`src/rtl/shift_reg_pkg.sv`:
```
// shift_reg_pkg: mode codes and burst FSM states shared by the shift register files
package shift_reg_pkg;
    localparam logic [1:0] SERIAL_SHIFT = 2'b00;
    localparam logic [1:0] CIRC_SHIFT   = 2'b01;
    localparam logic [1:0] PARA_LOAD    = 2'b10;
    localparam logic [1:0] HOLD         = 2'b11;

    typedef enum logic {
        IDLE  = 1'b0,
        SHIFT = 1'b1
    } state_t;

    // Only the two shift modes may start a counted burst.
    function automatic logic is_shift_mode(input logic [1:0] mode);
        return !mode[1];
    endfunction
endpackage

```
`src/rtl/shift_reg_step.sv`:
```
// shift_reg_step: one combinational register update for a given mode and direction
module shift_reg_step
    import shift_reg_pkg::*;
#(
    parameter int W = 4
) (
    input  logic [W-1:0] q,
    input  logic [1:0]   mode,
    input  logic         dir,
    input  logic         s_in,
    input  logic [W-1:0] d,
    output logic [W-1:0] q_next
);
    logic in_bit;

    // Circular mode feeds back the departing bit, serial mode takes s_in.
    always_comb begin
        in_bit = (mode == CIRC_SHIFT) ? (dir ? q[0] : q[W-1]) : s_in;
        q_next = (mode == PARA_LOAD) ? d :
                 (mode == HOLD)      ? q :
                 dir                 ? {in_bit, q[W-1:1]} : {q[W-2:0], in_bit};
    end
endmodule

```
`src/rtl/shift_register_burst.sv`:
```
// shift_register_burst: universal shift register with a counted START/BUSY/DONE burst shift
module shift_register_burst
    import shift_reg_pkg::*;
#(
    parameter int W  = 4,
    parameter int AW = $clog2(W + 1)
) (
    input  logic          CLK,
    input  logic          RST,
    input  logic          ENB,
    input  logic          DIR,
    input  logic          S_IN,
    input  logic [1:0]    MODO,
    input  logic [W-1:0]  D,
    input  logic          START,
    input  logic [AW-1:0] AMT,
    output logic [W-1:0]  Q,
    output logic          S_OUT,
    output logic          BUSY,
    output logic          DONE
);
    state_t        state, state_n;
    logic [AW-1:0] cnt, cnt_n, amt_sat;
    logic [1:0]    mode_l, mode_n, step_mode;
    logic          dir_l, dir_n, step_dir;
    logic          done_n, burst_req;
    logic [W-1:0]  q_n, step_q;

    // A running burst uses the mode/direction captured at START, otherwise the live inputs.
    assign step_mode = (state == SHIFT) ? mode_l : MODO;
    assign step_dir  = (state == SHIFT) ? dir_l : DIR;
    assign amt_sat   = (AMT > AW'(W)) ? AW'(W) : AMT;
    assign burst_req = START && is_shift_mode(MODO);
    assign BUSY      = (state == SHIFT);
    assign S_OUT     = DIR ? Q[0] : Q[W-1];

    shift_reg_step #(.W(W)) u_step (
        .q      (Q),
        .mode   (step_mode),
        .dir    (step_dir),
        .s_in   (S_IN),
        .d      (D),
        .q_next (step_q)
    );

    // Next-state logic: ENB low freezes everything, including a pending DONE pulse.
    always_comb begin
        state_n = state;
        cnt_n   = cnt;
        mode_n  = mode_l;
        dir_n   = dir_l;
        done_n  = DONE;
        q_n     = Q;
        if (ENB) begin
            done_n = 1'b0;
            if (state == SHIFT) begin
                q_n   = step_q;
                cnt_n = cnt - 1'b1;
                if (cnt == AW'(1)) begin
                    state_n = IDLE;
                    done_n  = 1'b1;
                end
            end else if (burst_req) begin
                mode_n = MODO;
                dir_n  = DIR;
                q_n    = (amt_sat != '0) ? step_q : Q;
                if (amt_sat <= AW'(1)) begin
                    done_n = 1'b1;
                end else begin
                    cnt_n   = amt_sat - 1'b1;
                    state_n = SHIFT;
                end
            end else begin
                q_n = step_q;
            end
        end
    end

    // State, counter, latched burst settings, register contents and DONE flop.
    always_ff @(posedge CLK) begin
        if (RST) begin
            state  <= IDLE;
            cnt    <= '0;
            mode_l <= SERIAL_SHIFT;
            dir_l  <= 1'b0;
            Q      <= '0;
            DONE   <= 1'b0;
        end else begin
            state  <= state_n;
            cnt    <= cnt_n;
            mode_l <= mode_n;
            dir_l  <= dir_n;
            Q      <= q_n;
            DONE   <= done_n;
        end
    end
endmodule

```
`config.mk`:
```
export PLATFORM = sky130hd
export DESIGN_NAME = shift_register_burst
export DESIGN_NICKNAME = d
export VERILOG_FILES = /design/src/rtl/shift_reg_pkg.sv /design/src/rtl/shift_reg_step.sv /design/src/rtl/shift_register_burst.sv
export SDC_FILE = /design/constraint.sdc
export NUM_CORES = 1
export LEC_CHECK = 0
export ABC_CLOCK_PERIOD_IN_PS = 3760
export BUFFER_PORTS_ARGS = -buffer_cell sky130_fd_sc_hd__buf_2
export CORE_AREA = 2 2 45 47
export DETAILED_ROUTE_END_ITERATION = 7
export DIE_AREA = 0 0 47 49
export GPL_ROUTABILITY_DRIVEN = 0
export HOLD_SLACK_MARGIN = 0.12
export PLACE_DENSITY = 0.7
export SLEW_MARGIN = 40
export SYNTH_ARGS = -nofsm -noshare
export SYNTH_HDL_FRONTEND = slang
export SYNTH_HIERARCHICAL = 1
export SYNTH_SLANG_ARGS = --single-unit
```
`constraint.sdc`:
```
create_clock -name CLK -period 3.76 [get_ports CLK]
set_input_delay 0 -clock CLK [delete_from_list [all_inputs] [get_ports CLK]]
set_output_delay 0 -clock CLK [all_outputs]
set_load 0.02 [all_outputs]
```
## Yosys cells after proc, flatten, opt, wreduce, memory -nomap -nowiden

Cells that the tools add are included.

| cells by class | value |
|---|---|
| bitwise gates (word level) | 1 |
| multiplexer cells | 23 |
| eq/ne operators | 6 |
| $lt $le $gt $ge | 2 |
| reduce and logical (&&, ||, !) cells | 7 |
| add/subtract/negate cells | 2 |

Operator list:

| operator | number |
|---|---|
| $mux W4 | 6 |
| $mux W1 | 12 |
| $mux W3 | 4 |
| $reduce_and A3 Y1 | 2 |
| $sub A3 B1 Y3 const B | 2 |
| $eq A2 B2 Y1 const B | 2 |
| $eq A3 B1 Y1 const B | 1 |
| $gt A3 B3 Y1 const B | 1 |
| $le A3 B1 Y1 const B | 1 |
| $ne A3 B2 Y1 const B | 1 |
| $reduce_bool A3 Y1 | 1 |
| $eq A2 B1 Y1 const B | 1 |
| $mux W2 | 1 |
| $ne A2 B2 Y1 const B | 1 |
| $reduce_and A2 Y1 | 1 |
| $reduce_bool A2 Y1 | 1 |
| $logic_and A1 B1 Y1 | 1 |
| $logic_not A1 Y1 | 1 |
| $not A1 Y1 | 1 |

| storage, ports and cells | value |
|---|---|
| output and inout port bits | 7 |
| logic and storage cells | 47 |
| bits in registers | 12 |

## Longest topological paths before layout

Gate-level depths: netlist of the first run.

| logic depth | value |
|---|---|
| word-level depth | 9 |
| mapped depth | 8 |

## Hierarchy

Netlist of the first run, hierarchy kept.

Modules (own cells, without submodules):

| module | sequential area each (sq um) | cells an instance | area each (sq um) | instances |
|---|---|---|---|---|
| shift_register_burst | 240.2 | 73 | 693.2 | 1 |
| shift_reg_step | 0.0 | 22 | 152.6 | 1 |

## Worst setup path after synthesis of the first run

Ideal clock, no wire load.

| timing path | value |
|---|---|
| path type | register to register |
| start point | reg state, in the netlist BUSY |
| end point | reg Q[3] |
| slack | 1.868 ns |
| data required time | 3.632 ns |
| cell stages (with the launch flop) | 9 |
| buffers on the path | 2 |
| arrival | 1.765 ns |
| cells stage by stage | dfxtp_1 buf_2 mux2_1 buf_6 mux2i_1 a21oi_1 o21a_1 mux2i_1 nor2_1 |

| between the ends | value |
|---|---|
| cells in the longest elaborated chain, start to end | 9 |

Ends and longest elaborated chain:

| element | line | source |
|---|---|---|
| from (decl) | shift_register_burst.sv:22 | `state_t state, state_n;` |
| from (signal assigned) | shift_register_burst.sv:89 | `state <= state_n;` |
| $mux W2 (*) | shift_register_burst.sv:30 | `assign step_mode = (state == SHIFT) ? mode_l : MODO;` |
| named net step_mode[0] | shift_register_burst.sv:24 | `logic [1:0] mode_l, mode_n, step_mode;` |
| $eq A2 B1 Y1 | shift_reg_step.sv:18 | `in_bit = (mode == CIRC_SHIFT) ? (dir ? q[0] : q[W-1]) : s_in;` |
| $mux W1 | shift_reg_step.sv:18 |  |
| $mux W4 | shift_reg_step.sv:21 | `dir ? {in_bit, q[W-1:1]} : {q[W-2:0], in_bit};` |
| $mux W4 | shift_reg_step.sv:20 | `(mode == HOLD) ? q :` |
| $mux W4 (*) | shift_reg_step.sv:19 | `q_next = (mode == PARA_LOAD) ? d :` |
| named net step_q[3] | shift_register_burst.sv:27 | `logic [W-1:0] q_n, step_q;` |
| $mux W4 | shift_register_burst.sv:66 | `q_n = (amt_sat != '0) ? step_q : Q;` |
| $mux W4 | shift_register_burst.sv:63 | `end else if (burst_req) begin` |
| $mux W4 (*) | shift_register_burst.sv:56 | `if (state == SHIFT) begin` |
| to (signal assigned) | shift_register_burst.sv:93 | `Q <= q_n;` |
| to (decl) | shift_register_burst.sv:17 | `output logic [W-1:0] Q,` |

The timed path passes the listed nets; every way through them passes the cells marked *. The select of a mux whose other input is x is not followed.
A chain may end at the register's enable or synchronous reset.

## Worst setup path after layout of the first run

| timing path | value |
|---|---|
| start point | reg state, in the netlist BUSY |
| end point | reg Q[0] |

The elaborated chain is that of the path after synthesis.

==> flow_summary.ini, run 1 <==
[run_status]
status = finished clean

[synth]
synth-main-ff-cell = dfxtp_1
synth_largest_area_cell = dfxtp_1
syn_area_per_cell_um2 = 8.90
ys_seq_area_frac = 0.284
synth_edf_count = 0
ys_top_cells_by_count = 13 x mux2i_1, 12 x dfxtp_1, 10 x nor2_1, 7 x a21oi_1
async_flop_share = 0
ys_warn_count = 6
synth.most_common_cell = mux2i_1
synth_top_area_frac = 0.284
synth_area_leaders = dfxtp_1 28%, mux2i_1 15%, ha_1 5.9%
synth_nets = 114
syn_area_um2 = 846
synth_seq_cells = 12
ys_types = 32
postSynthCellCount = 95

[floorplan]
io_pins = 22
die_area_um2 = 2300
die_h_um = 49
rows = 16
core_um2 = 1840
die_x_um = 47
initial_core_util = 0.459

[worst_setup_path]
worstPathRequired_ns = 3.92
cp-end-kind = flop
slowest_delay_ns = 0.68
timing.critical_path.cells = mux2_1, mux2i_1, o21ai_0, o21a_1, mux2i_1, nor2_1
cp-start-kind = flop
crit_top_cell = mux2i_1
cp_top_family = multiplexers
critical_path_buf_inv_count = 0
setup.worst_path.class = flop to flop
cpMaxStageDelayCell = dfxtp_1
critical_path_arrival_ns = 2.08
crit_fanout = 12

[cells_and_area]
num_antenna_cells = 0
drive_above_1_share = 0.262
finalInstanceArea_um2 = 1060
nets = 142
nFillCells = 184
area_delta_synth_final_pct = 25.0

[power_and_ir_drop]
peakVddDrop_uv = 177
p_leak_nw = 0.457
powerDensity_nw_per_um2 = 312

[routing]
vias_per_cell = 4.96
ant_nets = 0
first_iter_violations = 9
wl_per_cell_um = 11.9
routed_wirelength_um = 1770
drc = 0
num_vias = 739
first_pass_iters = 4

[global_routing]
grt_overflow = 0
grt_pass1_vias = 719
grtUsageTotal = 0.181
antenna_found_initial = 0
grt_pass1_wl_um = 3130
grt_max_degree = 13

[clock_tree]
cts-resized-gates = 0
cts.sinks = 12
cts_buffer_depth = 2
htreeDepth = 1
cts_tree = built
cts_buffers = 3
cts-root-buf = clkbuf_4
path_clk_slew_ns = 0.08
cts_setup_buffers = 0
insertion_delay_ns = 0.27

[timing]
finalSetupViolCount = 0
worstMarginPinSlew_ns = 0.555
hold_viol = 0
rsz0062_at_grt = no
period_share = 0.509
relSlewSlack = 0.630
min_period_ns = 1.91
drv_slew = 0
max_clock_freq_mhz = 522
tns_ns = 0
skew_ns = 0.00431

[flow_run]
max-cap-violations = 0

[placement]
io_buffers = 21
placed_area_um2 = 961
dp_hpwl_um = 1340

[min_path]
hp-class = primary input to flop
sequential cells by signal, summed over array words and instances, names as in the netlist:
name    flops
DONE        1
Q           4
mode_l      2
dir_l       1
BUSY        1
cnt         3
placed cells by master, fill, tap and decap left out:
master	synthesis	final
nand2b_4	1	1
nor3_1	2	2
ha_1	4	4
mux2_1	4	4
xnor2_1	1	1
nor3_4	1	1
nand2b_1	2	2
a221oi_1	1	1
a21oi_1	7	7
o21a_1	2	2
inv_2	3	3
a211oi_1	2	2
o21ai_1	2	2
clkbuf_4	0	3
nand2_1	4	4
buf_2	1	21
or2_1	1	1
dfxtp_1	12	12
dlygate4sd3_1	0	6
mux2i_1	13	13
nor2b_1	3	3
a311oi_1	1	1
o21ai_0	4	4
a2111oi_2	1	1
nor3b_1	1	1
clkbuf_8	0	1
a31oi_1	1	1
nand3b_1	1	1
inv_1	3	3
o31a_1	1	1
nor2_1	10	10
nand3_1	2	2
o41ai_4	1	1
final cells by class:
class	count	area, µm²	area share
clock buffers	4	36.3	0.0343
inverters	6	22.5	0.0213
well taps	27	33.8	0.0320
multi-input cells	73	559	0.529
flip-flops and latches	12	240	0.227
repair buffers	27	165	0.156
logic make-up after synthesis:
family | Yosys count | synth area share
adders and majority gates | 4 | 0.0592
DFF | 12 | 0.284
xor gates and xnor gates | 1 | 0.0104
muxes | 17 | 0.207
AOI/OAI and AO/OA | 23 | 0.201
and+or+nand+nor | 28 | 0.183
buffers and inverters | 10 | 0.0547
final timing paths:
check	start	endpoint	slack, ns	depth (start not counted)
setup / recovery	BUSY	Q[0]	1.85	6
hold / removal	AMT[1]	BUSY	0.15	4
setup reg to reg	BUSY	Q[0]	1.85	6
hold reg to reg	mode_l[1]	mode_l[1]	0.47	1
worst reg2reg max path, stage by stage (launching register included):
cell     delay [ns]
dfxtp_1        0.68
mux2_1         0.52
mux2i_1        0.19
o21ai_0        0.09
o21a_1         0.17
mux2i_1        0.12
nor2_1         0.05
report_power, final:
group          internal, mW  total, mW  switching, mW
Sequential            0.134      0.142        0.00877
Combinational        0.0404     0.0865         0.0461
Clock                0.0588      0.101         0.0426
per-layer routing:
metal,vias to the layer above,wire (µm),track usage
li1,397,-,-
met3,2,47,0.0222
met2,12,799,0.256
met5,-,0,0
met4,0,14,0.0694
met1,328,904,0.274
metrics by stage:
step | total power [mW] | utilization | std cells | setup slack [ns] | hold WS (ns)
3_5_place_dp | 0.228 | 0.522 | 139 | 1.85 | 0.258
4_1_cts | 0.336 | 0.574 | 149 | 1.84 | 0.140
3_3_place_gp | 0.226 | 0.522 | 139 | 1.91 | 0.246
6_report | 0.330 | 0.574 | 149 | 1.85 | 0.153
2_1_floorplan | 0.204 | - | 95 | 1.87 | 0.0761
5_1_grt | 0.351 | 0.574 | 149 | 1.70 | 0.170
what timing repair did:
item,in CTS,in global routing
hold buffers,6,0
setup endpoints to repair,0,0
hold endpoints to repair,12,0
No activity file was read; power rests on OpenSTA's default activity.
==> run 2: changes to the inputs <==
--- a/config.mk
+++ b/config.mk
@@ -5,14 +5,15 @@
 export SDC_FILE = /design/constraint.sdc
 export NUM_CORES = 1
 export LEC_CHECK = 0
-export ABC_CLOCK_PERIOD_IN_PS = 3760
+export ABC_AREA = 1
+export ABC_CLOCK_PERIOD_IN_PS = 1700
 export BUFFER_PORTS_ARGS = -buffer_cell sky130_fd_sc_hd__buf_2
-export CORE_AREA = 2 2 45 47
+export CORE_AREA = 2 2 48 50
 export DETAILED_ROUTE_END_ITERATION = 7
-export DIE_AREA = 0 0 47 49
+export DIE_AREA = 0 0 50 52
 export GPL_ROUTABILITY_DRIVEN = 0
 export HOLD_SLACK_MARGIN = 0.12
-export PLACE_DENSITY = 0.7
+export PLACE_DENSITY = 0.69
 export SLEW_MARGIN = 40
 export SYNTH_ARGS = -nofsm -noshare
 export SYNTH_HDL_FRONTEND = slang
==> constraint.sdc (replaced) <==
create_clock -name CLK -period 1.7 [get_ports CLK]
set_input_delay 0 -clock CLK [delete_from_list [all_inputs] [get_ports CLK]]
set_output_delay 0 -clock CLK [all_outputs]
set_load 0.02 [all_outputs]
==> run 2 against run 1 <==
Against the previous run: total power increased by 120%; final area increased by 7.9%; register-to-register slack got worse by 1.6 ns; critical path depth increased by 8; die area increased by 13%; sequential cell count unchanged; clock power increased by 77%; cell count increased by 40%; via count increased by 34%; clock skew decreased by 0.0024 ns.
==> flow_summary.ini, run 2 <==
[run_status]
status = finished clean

[floorplan]
initial_core_util = 0.438
die_h_um = 52
rows = 17
die_area_um2 = 2600
core_um2 = 2110
die_x_um = 50
io_pins = 22

[synth]
postSynthCellCount = 152
synth-main-ff-cell = dfxtp_1
async_flop_share = 0
ys_top_cells_by_count = 48 x nand2_1, 26 x nor2_1, 18 x inv_1, 12 x dfxtp_1, 8 x nand3_1
ys_seq_area_frac = 0.261
syn_area_per_cell_um2 = 6.07
syn_area_um2 = 922
synth_top_area_frac = 0.261
ys_warn_count = 6
synth_largest_area_cell = dfxtp_1
synth_nets = 171
synth_area_leaders = dfxtp_1 26%, nand2_1 20%, nor2_1 11%
ys_types = 23
synth_seq_cells = 12
synth.most_common_cell = nand2_1
synth_edf_count = 0

[global_routing]
grt-busiest-layer = met2
grtUsageMet3 = 0.0259
grt_pass1_wl_um = 3770
grt_max_degree = 13
met2_usage = 0.327
grt_pass1_vias = 903
grt_overflow = 0
met1_usage = 0.230
antenna_found_initial = 0
grtUsageTotal = 0.188

[worst_setup_path]
slowest_delay_ns = 0.38
worstPathRequired_ns = 1.92
cp_num_cells = 14
crit_top_cell = nand2_1
setup.worst_path.class = flop to flop
critical_path_arrival_ns = 1.71
reg2reg_from = BUSY
cp_top_family = simple AND/OR/NAND/NOR gates
critical_path_buf_inv_count = 5
cpMaxStageDelayCell = dfxtp_4
cp-start-kind = flop
crit_fanout = 6
ff2ff_path_depth = 14
cp-end-kind = flop
timing.critical_path.cells = buf_6, nor2_8, a21oi_1, buf_4, inv_2, nor2_4, nand2_1, nand2_1, inv_1, nand2_1, inv_1, nand3_1, nand2_1, nor2_1
r2r_slack_ns = 0.21
worstSetupStartpoint = BUSY

[routing]
ant_nets = 0
num_vias = 992
routed_wirelength_um = 2110
drc = 0
first_pass_iters = 4
vias_per_cell = 4.77
wl_per_cell_um = 10.1
first_iter_violations = 28

[timing]
tns_ns = 0
min_period_ns = 1.49
hold_viol = 0
rsz0062_at_grt = no
max_clock_freq_mhz = 673
period_share = 0.874
finalSetupViolCount = 0
final.setup.worst_slack_ns = 0.215
relSlewSlack = 0.823
drv_slew = 0
skew_ns = 0.00188
worstMarginPinSlew_ns = 0.265

[min_path]
hp-class = primary input to flop
hp-start = AMT[1]
whs_path_depth = 5

[clock_tree]
htreeDepth = 1
cts-root-buf = clkbuf_4
cts_buffer_depth = 2
cts_buffers = 3
cts_tree = built
cts.sinks = 12
insertion_delay_ns = 0.28
path_clk_slew_ns = 0.07

[power_and_ir_drop]
powerDensity_nw_per_um2 = 637
power_frac_comb = 0.320
peakVddDrop_uv = 439
p_leak_nw = 0.603
p_clk_frac = 0.246
p_switching_uw = 254
power.internal_uw = 472
pwr-share-seq = 0.434
switching_share = 0.350

[cells_and_area]
nets = 201
top_register = Q
final_cell_mix = 47 x nand2_1, 26 x nor2_1, 21 x buf_2, 17 x inv_1, 11 x dfxtp_1
multi_input_area_um2 = 574
seq_area_um2 = 244
mostFrequentLayoutCell = nand2_1
drive_above_1_share = 0.267
nFillCells = 218
area_delta_synth_final_pct = 23.7
largest_reg_flops = 4
num_antenna_cells = 0
reg_top3 = Q: 4 flops, cnt: 3 flops, mode_l: 2 flops

[placement]
place_ws_ns = 0.108
dp_hpwl_um = 1640
io_buffers = 21

[flow_run]
max-cap-violations = 0
run 2: per-layer routing:
| layer | wire [µm] | part of all wire | vias to the layer above |
|---|---|---|---|
| li1 | - | - | 528 |
| met1 | 932 | 0.44 | 435 |
| met2 | 1050 | 0.50 | 24 |
| met3 | 93 | 0.044 | 5 |
| met4 | 35 | 0.017 | 0 |
| met5 | 0 | 0 | - |
run 2: area by class of cell:
class / count / area share
Clock buffer: 3 / 0.0197
Sequential cell: 12 / 0.214
Timing Repair Buffer: 27 / 0.141
Multi-Input combinational cell: 113 / 0.503
Tap cell: 28 / 0.0307
Inverter: 25 / 0.0910
run 2: power groups by stage:
stage          clock network (mW)  logic (mW)  registers [mW]
2_1_floorplan                   0       0.146           0.330
3_3_place_gp                    0       0.216           0.321
3_5_place_dp                    0       0.220           0.322
4_1_cts                     0.181       0.227           0.316
5_1_grt                     0.191       0.269           0.318
6_report                    0.179       0.233           0.315
run 2: what timing repair did:
item,in CTS,in global routing
setup endpoints to repair,0,4
gates resized for setup,0,9
hold buffers,3,0
hold endpoints to repair,9,0
buffers inserted,0,0
run 2: cell families after synthesis:
logic type | count (synthesis) | share of synthesized area
AO/OA/AOI/OAI | 17 | 0.102
flip-flops | 12 | 0.261
adder cells (fa/ha/maj) | 4 | 0.0543
AND/OR/NAND/NOR | 92 | 0.450
buffers and inverters | 27 | 0.133
run 2: final timing paths:
check | endpoint
max | Q[3]
min reg2reg | mode_l[1]
min | BUSY
max reg2reg | Q[3]
run 2: stage by stage:
step           cells  hold slack, ns  utilization  area [µm²]  total power, mW
3_5_place_dp     202           0.239        0.506        1070            0.542
6_report         208           0.136        0.542        1140            0.727
2_1_floorplan    152          0.0624            -         922            0.476
4_1_cts          208           0.143        0.531        1120            0.724
5_1_grt          208           0.181        0.542        1140            0.779
3_3_place_gp     202           0.241        0.506        1070            0.538
run 2: worst register-to-register path: stages, from the launching register on:
cell and delay [ns]:
dfxtp_4 0.38, buf_6 0.14, nor2_8 0.04, a21oi_1 0.11, buf_4 0.16, inv_2 0.06, nor2_4 0.11, nand2_1 0.07
nand2_1 0.05, inv_1 0.04, nand2_1 0.05, inv_1 0.03, nand3_1 0.07, nand2_1 0.05, nor2_1 0.07
==> run 3: changes to the inputs <==
--- a/config.mk
+++ b/config.mk
@@ -8,12 +8,12 @@
 export ABC_AREA = 1
 export ABC_CLOCK_PERIOD_IN_PS = 1700
 export BUFFER_PORTS_ARGS = -buffer_cell sky130_fd_sc_hd__buf_2
-export CORE_AREA = 2 2 48 50
+export CORE_AREA = 2 2 55 57
 export DETAILED_ROUTE_END_ITERATION = 7
-export DIE_AREA = 0 0 50 52
+export DIE_AREA = 0 0 57 59
 export GPL_ROUTABILITY_DRIVEN = 0
 export HOLD_SLACK_MARGIN = 0.12
-export PLACE_DENSITY = 0.69
+export PLACE_DENSITY = 0.54
 export SLEW_MARGIN = 40
 export SYNTH_ARGS = -nofsm -noshare
 export SYNTH_HDL_FRONTEND = slang
==> run 3 against run 2 <==
Against the previous run: count of clock-buffer cells in the layout unchanged; register-to-register slack about the same; final area decreased by 0.11%; combinational power about the same; via count decreased by 2.6%; setup slack got worse by 0.0020 ns; non-clock buffer count unchanged; clock skew decreased by 0.00085 ns; clock power decreased by 2%; sequential cell count unchanged; utilization decreased by 12 points; first-iteration DRC count decreased by 3.6%; critical path type unchanged; critical endpoint unchanged; largest cell class unchanged; largest power group unchanged.
==> flow_summary.ini, run 3 (synthesis gave the netlist of run 2 again) <==
[worst_setup_path]
cpMaxStageDelayCell = dfxtp_1
crit_top_cell = nand2_1
reg2reg_from = BUSY
timing.critical_path.cells = buf_12, o21ai_1, inv_2, nand2_1, nand2_1, nand2_1, nand3_1, nand2_1, nand2_1, inv_1, nand3_1, nand2_1, nor2_1
r2r_slack_ns = 0.21
critical_path_buf_inv_count = 3
setup.worst_path.class = flop to flop
cp_top_family = simple AND/OR/NAND/NOR gates
cp_num_cells = 13
cp-start-kind = flop
slowest_delay_ns = 0.33
cp-endpoint = Q[3]
cp-end-kind = flop
worstSetupStartpoint = BUSY
crit_fanout = 10
critical_path_arrival_ns = 1.66
worstPathRequired_ns = 1.87
ff2ff_path_depth = 13
reg2reg_to = Q[3]

[clock_tree]
cts-root-buf = clkbuf_4
cts.sinks = 12
cts_buffers = 3
cts_tree = built
cts_setup_buffers = 0
htreeDepth = 1
path_clk_slew_ns = 0.07
cts_buffer_depth = 2
insertion_delay_ns = 0.27

[cells_and_area]
area_delta_synth_final_pct = 23.6
num_antenna_cells = 0
drive_above_1_share = 0.244
largest_reg_flops = 4
mostFrequentLayoutCell = nand2_1
stdcell_count = 211
final_cell_mix = 48 x nand2_1, 26 x nor2_1, 21 x buf_2, 17 x inv_1, 12 x dfxtp_1
top_register = Q
final_util = 0.421
nFillCells = 306
nets = 201
reg_top3 = Q: 4 flops, cnt: 3 flops, mode_l: 2 flops

[floorplan]
rows = 19
die_x_um = 57
initial_core_util = 0.340
core_um2 = 2710
io_pins = 22
die_area_um2 = 3360
die_h_um = 59

[routing]
wl_per_cell_um = 9.82
ant_nets = 0
routed_wirelength_um = 2070
drc = 0
num_vias = 966
first_pass_iters = 4
vias_per_cell = 4.58
first_iter_violations = 27

[run_status]
status = finished clean

[global_routing]
grt_pass1_wl_um = 3740
grt_pass1_vias = 870
grt_max_degree = 13
grtUsageTotal = 0.141
grt_overflow = 0
antenna_found_initial = 0

[flow_run]
max-cap-violations = 0

[timing]
skew_ns = 0.00103
relSlewSlack = 0.822
final.setup.worst_slack_ns = 0.213
rsz0062_at_grt = no
drv_slew = 0
hold_viol = 0
finalSetupViolCount = 0
period_share = 0.875
tns_ns = 0
worstMarginPinSlew_ns = 0.267
max_clock_freq_mhz = 672
min_period_ns = 1.49

[power_and_ir_drop]
peakVddDrop_uv = 399
powerDensity_nw_per_um2 = 634
total_power_uw = 722
p_leak_nw = 0.602

[placement]
place_ws_ns = 0.186
dp_hpwl_um = 1660
dp_cells = 205
io_buffers = 21

[min_path]
hp-class = primary input to flop
## run 3: worst min path at each step
stage               startpoint         to  cells after the start
floorplan                  RST       BUSY                      1
global placement           RST       BUSY                      2
detailed placement         RST       BUSY                      2
CTS                      START  mode_l[0]                      4
global route             START      dir_l                      4
finish                   START  mode_l[0]                      4
## run 3: power by group
group | switching (mW) | internal [mW]
Clock | 0.0929 | 0.0819
Combinational | 0.138 | 0.0941
Sequential | 0.0170 | 0.298
## run 3: through the flow
stage / area, µm² / hold WS [ns]
after floorplan: 922 / 0.0624
after global placement: 1080 / 0.244
after detailed placement: 1080 / 0.244
after CTS: 1130 / 0.143
after global routing: 1140 / 0.153
final: 1140 / 0.148
## run 3: timing repair
item                                    4_1_cts  5_1_grt
hold buffers                                  3        0
resized for setup                             0        3
endpoints found under the setup margin        0        2
hold endpoints to repair                     12        0
## run 3: per-layer routing
layer / track usage / up-vias / wire length [µm]
met4: 0.0598 / 0 / 12
met1: 0.180 / 416 / 1060
met3: 0.0284 / 2 / 115
met2: 0.233 / 21 / 885
met5: 0 / - / 0
li1: - / 527 / -
## run 3: worst min-delay path, delay by kind of cell
kind,cells,cell delay [ns]
and+or+nand+nor,2,0.19
buffers and inverters,1,0.13
AOI/OAI and AO/OA,1,0.06
## run 3: layout make-up
cell class	count	area [µm²]	area share
Tap cell	31	38.8	0.0340
Inverter	25	104	0.0911
Sequential cell	12	240	0.211
Timing Repair Buffer	27	170	0.149
Multi-Input combinational cell	113	564	0.495
Clock buffer	3	22.5	0.0198
